## config.mk

```make
export PLATFORM = sky130hd
export DESIGN_NAME = io_xbar_bus_compare_match
export DESIGN_NICKNAME = d
export VERILOG_FILES = /design/src/rtl/io_xbar_bus_compare_match.sv
export SDC_FILE = /design/constraint.sdc
export NUM_CORES = 1
export LEC_CHECK = 0
export CAP_MARGIN = 15
export CORE_MARGIN = 4
export CORE_UTILIZATION = 43
export DETAILED_ROUTE_END_ITERATION = 8
export PLACE_DENSITY_LB_ADDON = 0.3
export SYNTH_ARGS = -nofsm -noshare
export SYNTH_HDL_FRONTEND = slang
export SYNTH_SLANG_ARGS = --single-unit
```

## constraint.sdc

```tcl
create_clock -name clk_i -period 7.9 [get_ports clk_i]
set_input_delay 1.185 -clock clk_i [delete_from_list [all_inputs] [get_ports clk_i]]
set_output_delay 1.185 -clock clk_i [all_outputs]
set_load 0.02 [all_outputs]
```

## src/rtl/io_xbar_bus_compare_match.sv

```systemverilog
// Masked multi-entry compare for io_xbar address/destination decode.
// One valid/ready output register carries the priority-encoded result and a saturating miss count.
module io_xbar_bus_compare_match #(
    parameter int WIDTH       = 8,
    parameter int NUM_ENTRIES = 4,
    parameter int IDX_WIDTH   = 2,
    parameter int CNT_WIDTH   = 16
) (
    input  logic                   clk_i,
    input  logic                   rst_i,
    input  logic                   cfg_we_i,
    input  logic [IDX_WIDTH-1:0]   cfg_idx_i,
    input  logic [WIDTH-1:0]       cfg_value_i,
    input  logic [WIDTH-1:0]       cfg_mask_i,
    input  logic                   cfg_en_i,
    input  logic                   in_val_i,
    input  logic [WIDTH-1:0]       in_data_i,
    output logic                   in_rdy_o,
    output logic                   out_val_o,
    input  logic                   out_rdy_i,
    output logic [WIDTH-1:0]       out_data_o,
    output logic                   out_hit_o,
    output logic [NUM_ENTRIES-1:0] out_hit_vec_o,
    output logic [IDX_WIDTH-1:0]   out_hit_idx_o,
    output logic [CNT_WIDTH-1:0]   miss_count_o
);

    logic [WIDTH-1:0]       value_q [NUM_ENTRIES];
    logic [WIDTH-1:0]       mask_q  [NUM_ENTRIES];
    logic [NUM_ENTRIES-1:0] en_q;

    logic                   out_val_q,  out_val_d;
    logic [WIDTH-1:0]       out_data_q, out_data_d;
    logic                   out_hit_q,  out_hit_d;
    logic [NUM_ENTRIES-1:0] out_vec_q,  out_vec_d;
    logic [IDX_WIDTH-1:0]   out_idx_q,  out_idx_d;
    logic [CNT_WIDTH-1:0]   miss_q,     miss_d;

    logic [NUM_ENTRIES-1:0] hit_vec;
    logic                   accept;

    function automatic logic [CNT_WIDTH-1:0] sat_inc(input logic [CNT_WIDTH-1:0] c);
        if (&c) begin
            return c;
        end
        return c + CNT_WIDTH'(1);
    endfunction

    function automatic logic [IDX_WIDTH-1:0] lowest_idx(input logic [NUM_ENTRIES-1:0] v);
        logic [IDX_WIDTH-1:0] r;
        r = '0;
        for (int i = NUM_ENTRIES - 1; i >= 0; i--) begin
            if (v[i]) begin
                r = IDX_WIDTH'(i);
            end
        end
        return r;
    endfunction

    // Out-of-range cfg_idx never equals any entry number, so it is dropped.
    always_ff @(posedge clk_i or posedge rst_i) begin
        if (rst_i) begin
            for (int i = 0; i < NUM_ENTRIES; i++) begin
                value_q[i] <= '0;
                mask_q[i]  <= '1;
                en_q[i]    <= 1'b0;
            end
        end else begin
            for (int i = 0; i < NUM_ENTRIES; i++) begin
                if (cfg_we_i && (cfg_idx_i == IDX_WIDTH'(i))) begin
                    value_q[i] <= cfg_value_i;
                    mask_q[i]  <= cfg_mask_i;
                    en_q[i]    <= cfg_en_i;
                end
            end
        end
    end

    always_comb begin
        hit_vec = '0;
        for (int i = 0; i < NUM_ENTRIES; i++) begin
            hit_vec[i] = en_q[i] && (((in_data_i ^ value_q[i]) & mask_q[i]) == '0);
        end
    end

    assign in_rdy_o = !out_val_q || out_rdy_i;
    assign accept   = in_val_i && in_rdy_o;

    always_comb begin
        out_val_d  = out_val_q;
        out_data_d = out_data_q;
        out_hit_d  = out_hit_q;
        out_vec_d  = out_vec_q;
        out_idx_d  = out_idx_q;
        miss_d     = miss_q;
        if (accept) begin
            out_val_d  = 1'b1;
            out_data_d = in_data_i;
            out_hit_d  = |hit_vec;
            out_vec_d  = hit_vec;
            out_idx_d  = lowest_idx(hit_vec);
            if (!(|hit_vec)) begin
                miss_d = sat_inc(miss_q);
            end
        end else if (out_rdy_i) begin
            out_val_d = 1'b0;
        end
    end

    // Output register stage
    always_ff @(posedge clk_i or posedge rst_i) begin
        if (rst_i) begin
            out_val_q  <= 1'b0;
            out_data_q <= '0;
            out_hit_q  <= 1'b0;
            out_vec_q  <= '0;
            out_idx_q  <= '0;
            miss_q     <= '0;
        end else begin
            out_val_q  <= out_val_d;
            out_data_q <= out_data_d;
            out_hit_q  <= out_hit_d;
            out_vec_q  <= out_vec_d;
            out_idx_q  <= out_idx_d;
            miss_q     <= miss_d;
        end
    end

    assign out_val_o     = out_val_q;
    assign out_data_o    = out_data_q;
    assign out_hit_o     = out_hit_q;
    assign out_hit_vec_o = out_vec_q;
    assign out_hit_idx_o = out_idx_q;
    assign miss_count_o  = miss_q;

endmodule
```

==> results.md <==
* Outcome: completed
* Final hold viol count at 0
* Drt pass-1 iters at 5
* CP endpoint kind: flip-flop
* Gp weighted congestion at 0.745
* Post-place setup slack at 3.86 ns
* Number of antenna diodes at 0
* Port Buf Inserts at 64
* Setup Total Neg Slack at 0 ns
* CP delay by family, top: simple AND/OR/NAND/NOR gates
* Vias in the first global route at 2842
* Number of fill cells at 878
* Post-DRT Antenna Nets at 0
* Crit path kind: in2reg
* Synth area leader: dfrtp_1
* Crit. Startpoint: in_data_i[5]
* Largest family of logic cells by synthesized area: multiplexers
* Unique masters post-synth at 37
* Die H at 110 um
* CP max stage cell: nor4_4
* Commonest non-fill, non-tap cell in the layout: mux2_2
* Maxcap violations at 0
* Most frequent cells in the layout: 79 x mux2_2, 68 x dfrtp_1, 64 x clkdlybuf4s50_1
* Max stage delay on crit path at 0.89 ns
* Area occupied by multi-input gates at 1870 um2
* Dpl cells at 501
* Slew margin rel. at 27.9%
* Layout Cells excl Fill at 517
* Slew Viols, Final at 0
* Layout cells sized above 1 at 38.8%
* Clk slew on worst S/H paths at 0.09 ns
* GRT Residual Overflow at 0
* I/O pins at 65
* Post-layout util at 53.1%
* Bufs and invs on worst path at 1
* Layout net count at 409
* Post-synth EDFFs at 0
* Seq. cell area at 2540 um2
* Seq pwr share at 50.9%
* H-tree Lvls at 3
* Post-synthesis sequential area ratio at 56.4%
* Die width at 110 um
* Combinational cell fraction of total power at 24.9%
* GRT Total Usage at 15.5%
* WP depth at 8
* Dominant cells by area after synthesis: dfrtp_1 38%, mux2_2 20%, dfstp_2 19%
* RSZ-0062 raised after global routing: false
* # DRC at 0
* Clk network pwr share at 24.2%
* Max IR drop VDD at 0.104 mV
* Syn Nets at 346
* TritonCTS clock tree: built
* Yosys Warn Count at 0
* Synth Area per Inst at 14.4 um2
* Worst-Margin Slew at 1.07 ns
* Seq cells post-synth at 100
* Adder-cell share of the synthesized area at 0.278%
* # setup viols final at 0
* Critical Path AT at 3.88 ns
* R2R Path End: miss_count_o[1]
* Final std cell area, no fill at 5460 um2
* Post-Synth Simple-Gate Area at 8.89%
* Layout Area Growth over Synthesis at 21.2%
* Power Density at 249 nW/um2
* Yosys top cell area share at 37.8%
* Sw frac at 29.2%
* R2r startpoint: value_q[20]
* Setup ws final at 4.28 ns
* Worst min-delay path class: reg2reg
* Compound-cell area share of the yosys netlist at 3.14%
* Vias per inst at 5.15
* Initial drt markers at 101
* Min cycle time layout at 3.62 ns
* CP startpoint kind: input pin
* Worst Skew at 0.0105 ns
* CP Cell Sequence: clkdlybuf4s50_1, xor2_1, a22o_1, a221oi_1, and4_1, nor4_4, nand2_2, mux2_1
* Crit path capture: miss_count_o[1]
* Async SR Flop Fraction at 100%
* Antenna violations before repair at 0
* Largest net degree at the start of global routing at 67
* Worst R2R Path Depth at 7
* Clock sinks at 100
* R2R setup slack at 5.37 ns
* Psw at 0.398 mW
* Cell count after synthesis at 313
* Setup Fix Bufs, Post-CTS at 0
* Mux cell area share after synthesis at 20.0%
* Dpl cell area at 5260 um2
* Clock tree buffer depth at 2
* Post-CTS Hold Buffers at 0
* Root Buffer: clkbuf_8
* Fmax at 276 MHz
* First-pass GRT wire length at 14400 um
* WP data required at 8.15 ns
* Cts bufs inserted at 9
* Predominant post-synthesis flop cell: dfrtp_1
* Post-DP HPWL at 6210 um
* Mapped cell area at 4510 um2
* Worst-Skew Late Latency at 0.36 ns
* Fin crit share at 45.9%
* Initial core utilization at 43.8%
* Via count at 2662
* Die area at 12200 um2
* Gates resized, CTS repair at 0
* DRT Wirelength at 8770 um
* Row count at 37
* Crit-path max FO at 16
* XOR/XNOR share of the synthesized area at 9.30%
* Cell Int Power at 0.963 mW
* Leakage at 2.24 nW
* Wire per inst at 17.0 um
* Core area at 10300 um2
==> worst min path at each step <==
| stage | startpoint | endpoint | slack [ns] | depth (start not counted) |
|---|---|---|---|---|
| after floorplan | en_q[2] | en_q[2] | 0.47 | 1 |
| after global placement | out_hit_idx_o[1] | out_hit_idx_o[1] | 0.47 | 2 |
| after detailed placement | out_hit_idx_o[0] | out_hit_idx_o[0] | 0.47 | 2 |
| after CTS | out_hit_idx_o[0] | out_hit_idx_o[0] | 0.49 | 2 |
| after global routing | out_data_o[3] | out_data_o[3] | 0.52 | 1 |
| final | out_hit_idx_o[0] | out_hit_idx_o[0] | 0.49 | 2 |
==> per-stage QoR <==
step | hold WS, ns | power [mW]
after detailed placement | 0.473 | 1.05
after global routing | 0.524 | 1.43
final | 0.486 | 1.36
after CTS | 0.494 | 1.38
after global placement | 0.467 | 1.03
after floorplan | 0.471 | 0.914
==> layer usage <==
layer / GRT usage, % / share of wire [%] / wire, um
met3: 2.97 / 4.5 / 399
met5: 0 / 0 / 0
met2: 25.0 / 46 / 4050
met4: 5.19 / 1.5 / 131
met1: 21.2 / 48 / 4190
==> worst register-to-register path: stages, from the launching register on <==
cell,delay (ns)
dfrtp_1,0.40
xor2_1,0.16
a22o_1,0.18
a221oi_1,0.05
and4_4,0.21
nor4_4,0.94
nand2_2,0.15
mux2_1,0.34
==> power groups by stage <==
stage	logic (mW)	registers [mW]	clock network, mW
detailed placement	0.343	0.702	0
floorplan	0.192	0.722	0
CTS	0.345	0.693	0.340
global route	0.370	0.706	0.358
global placement	0.337	0.698	0
finish	0.338	0.692	0.330
==> cell type report <==
type	instances	share of cell area, %
clock inverter	6	1.17
inverter	2	0.183
tap	136	3.12
clock buffer	10	2.52
multi-input combinational	196	34.3
timing repair buffer	67	12.1
sequential	100	46.6
==> kinds of logic after synthesis <==
kind of cell	Yosys count
compound gates	17
xor+xnor	47
fa+ha+maj	1
buf+inv	17
flops	100
mux	80
simple gates	51
==> flip-flops by register name, indices dropped and copies added (netlist names) <==
| register | flops |
|---|---|
| out_data_o | 8 |
| value_q | 32 |
| out_hit_o | 1 |
| out_hit_idx_o | 2 |
| miss_count_o | 16 |
| out_val_o | 1 |
| en_q | 4 |
| out_hit_vec_o | 4 |
| mask_q | 32 |
==> synthesized netlist by cell type, types with 3 or more instances <==
master    count
xnor2_1      14
a222oi_1      4
a221oi_1      4
and3_1        8
dfstp_2      32
mux2_2       79
and4_4        3
clkbuf_1      6
xor2_1       32
nand2_1      10
buf_2         3
nand3_2       7
dfrtp_1      68
and4_1        4
a22o_1        4
buf_4         3
nand4_1       5
(Power assumes the default switching activity.)
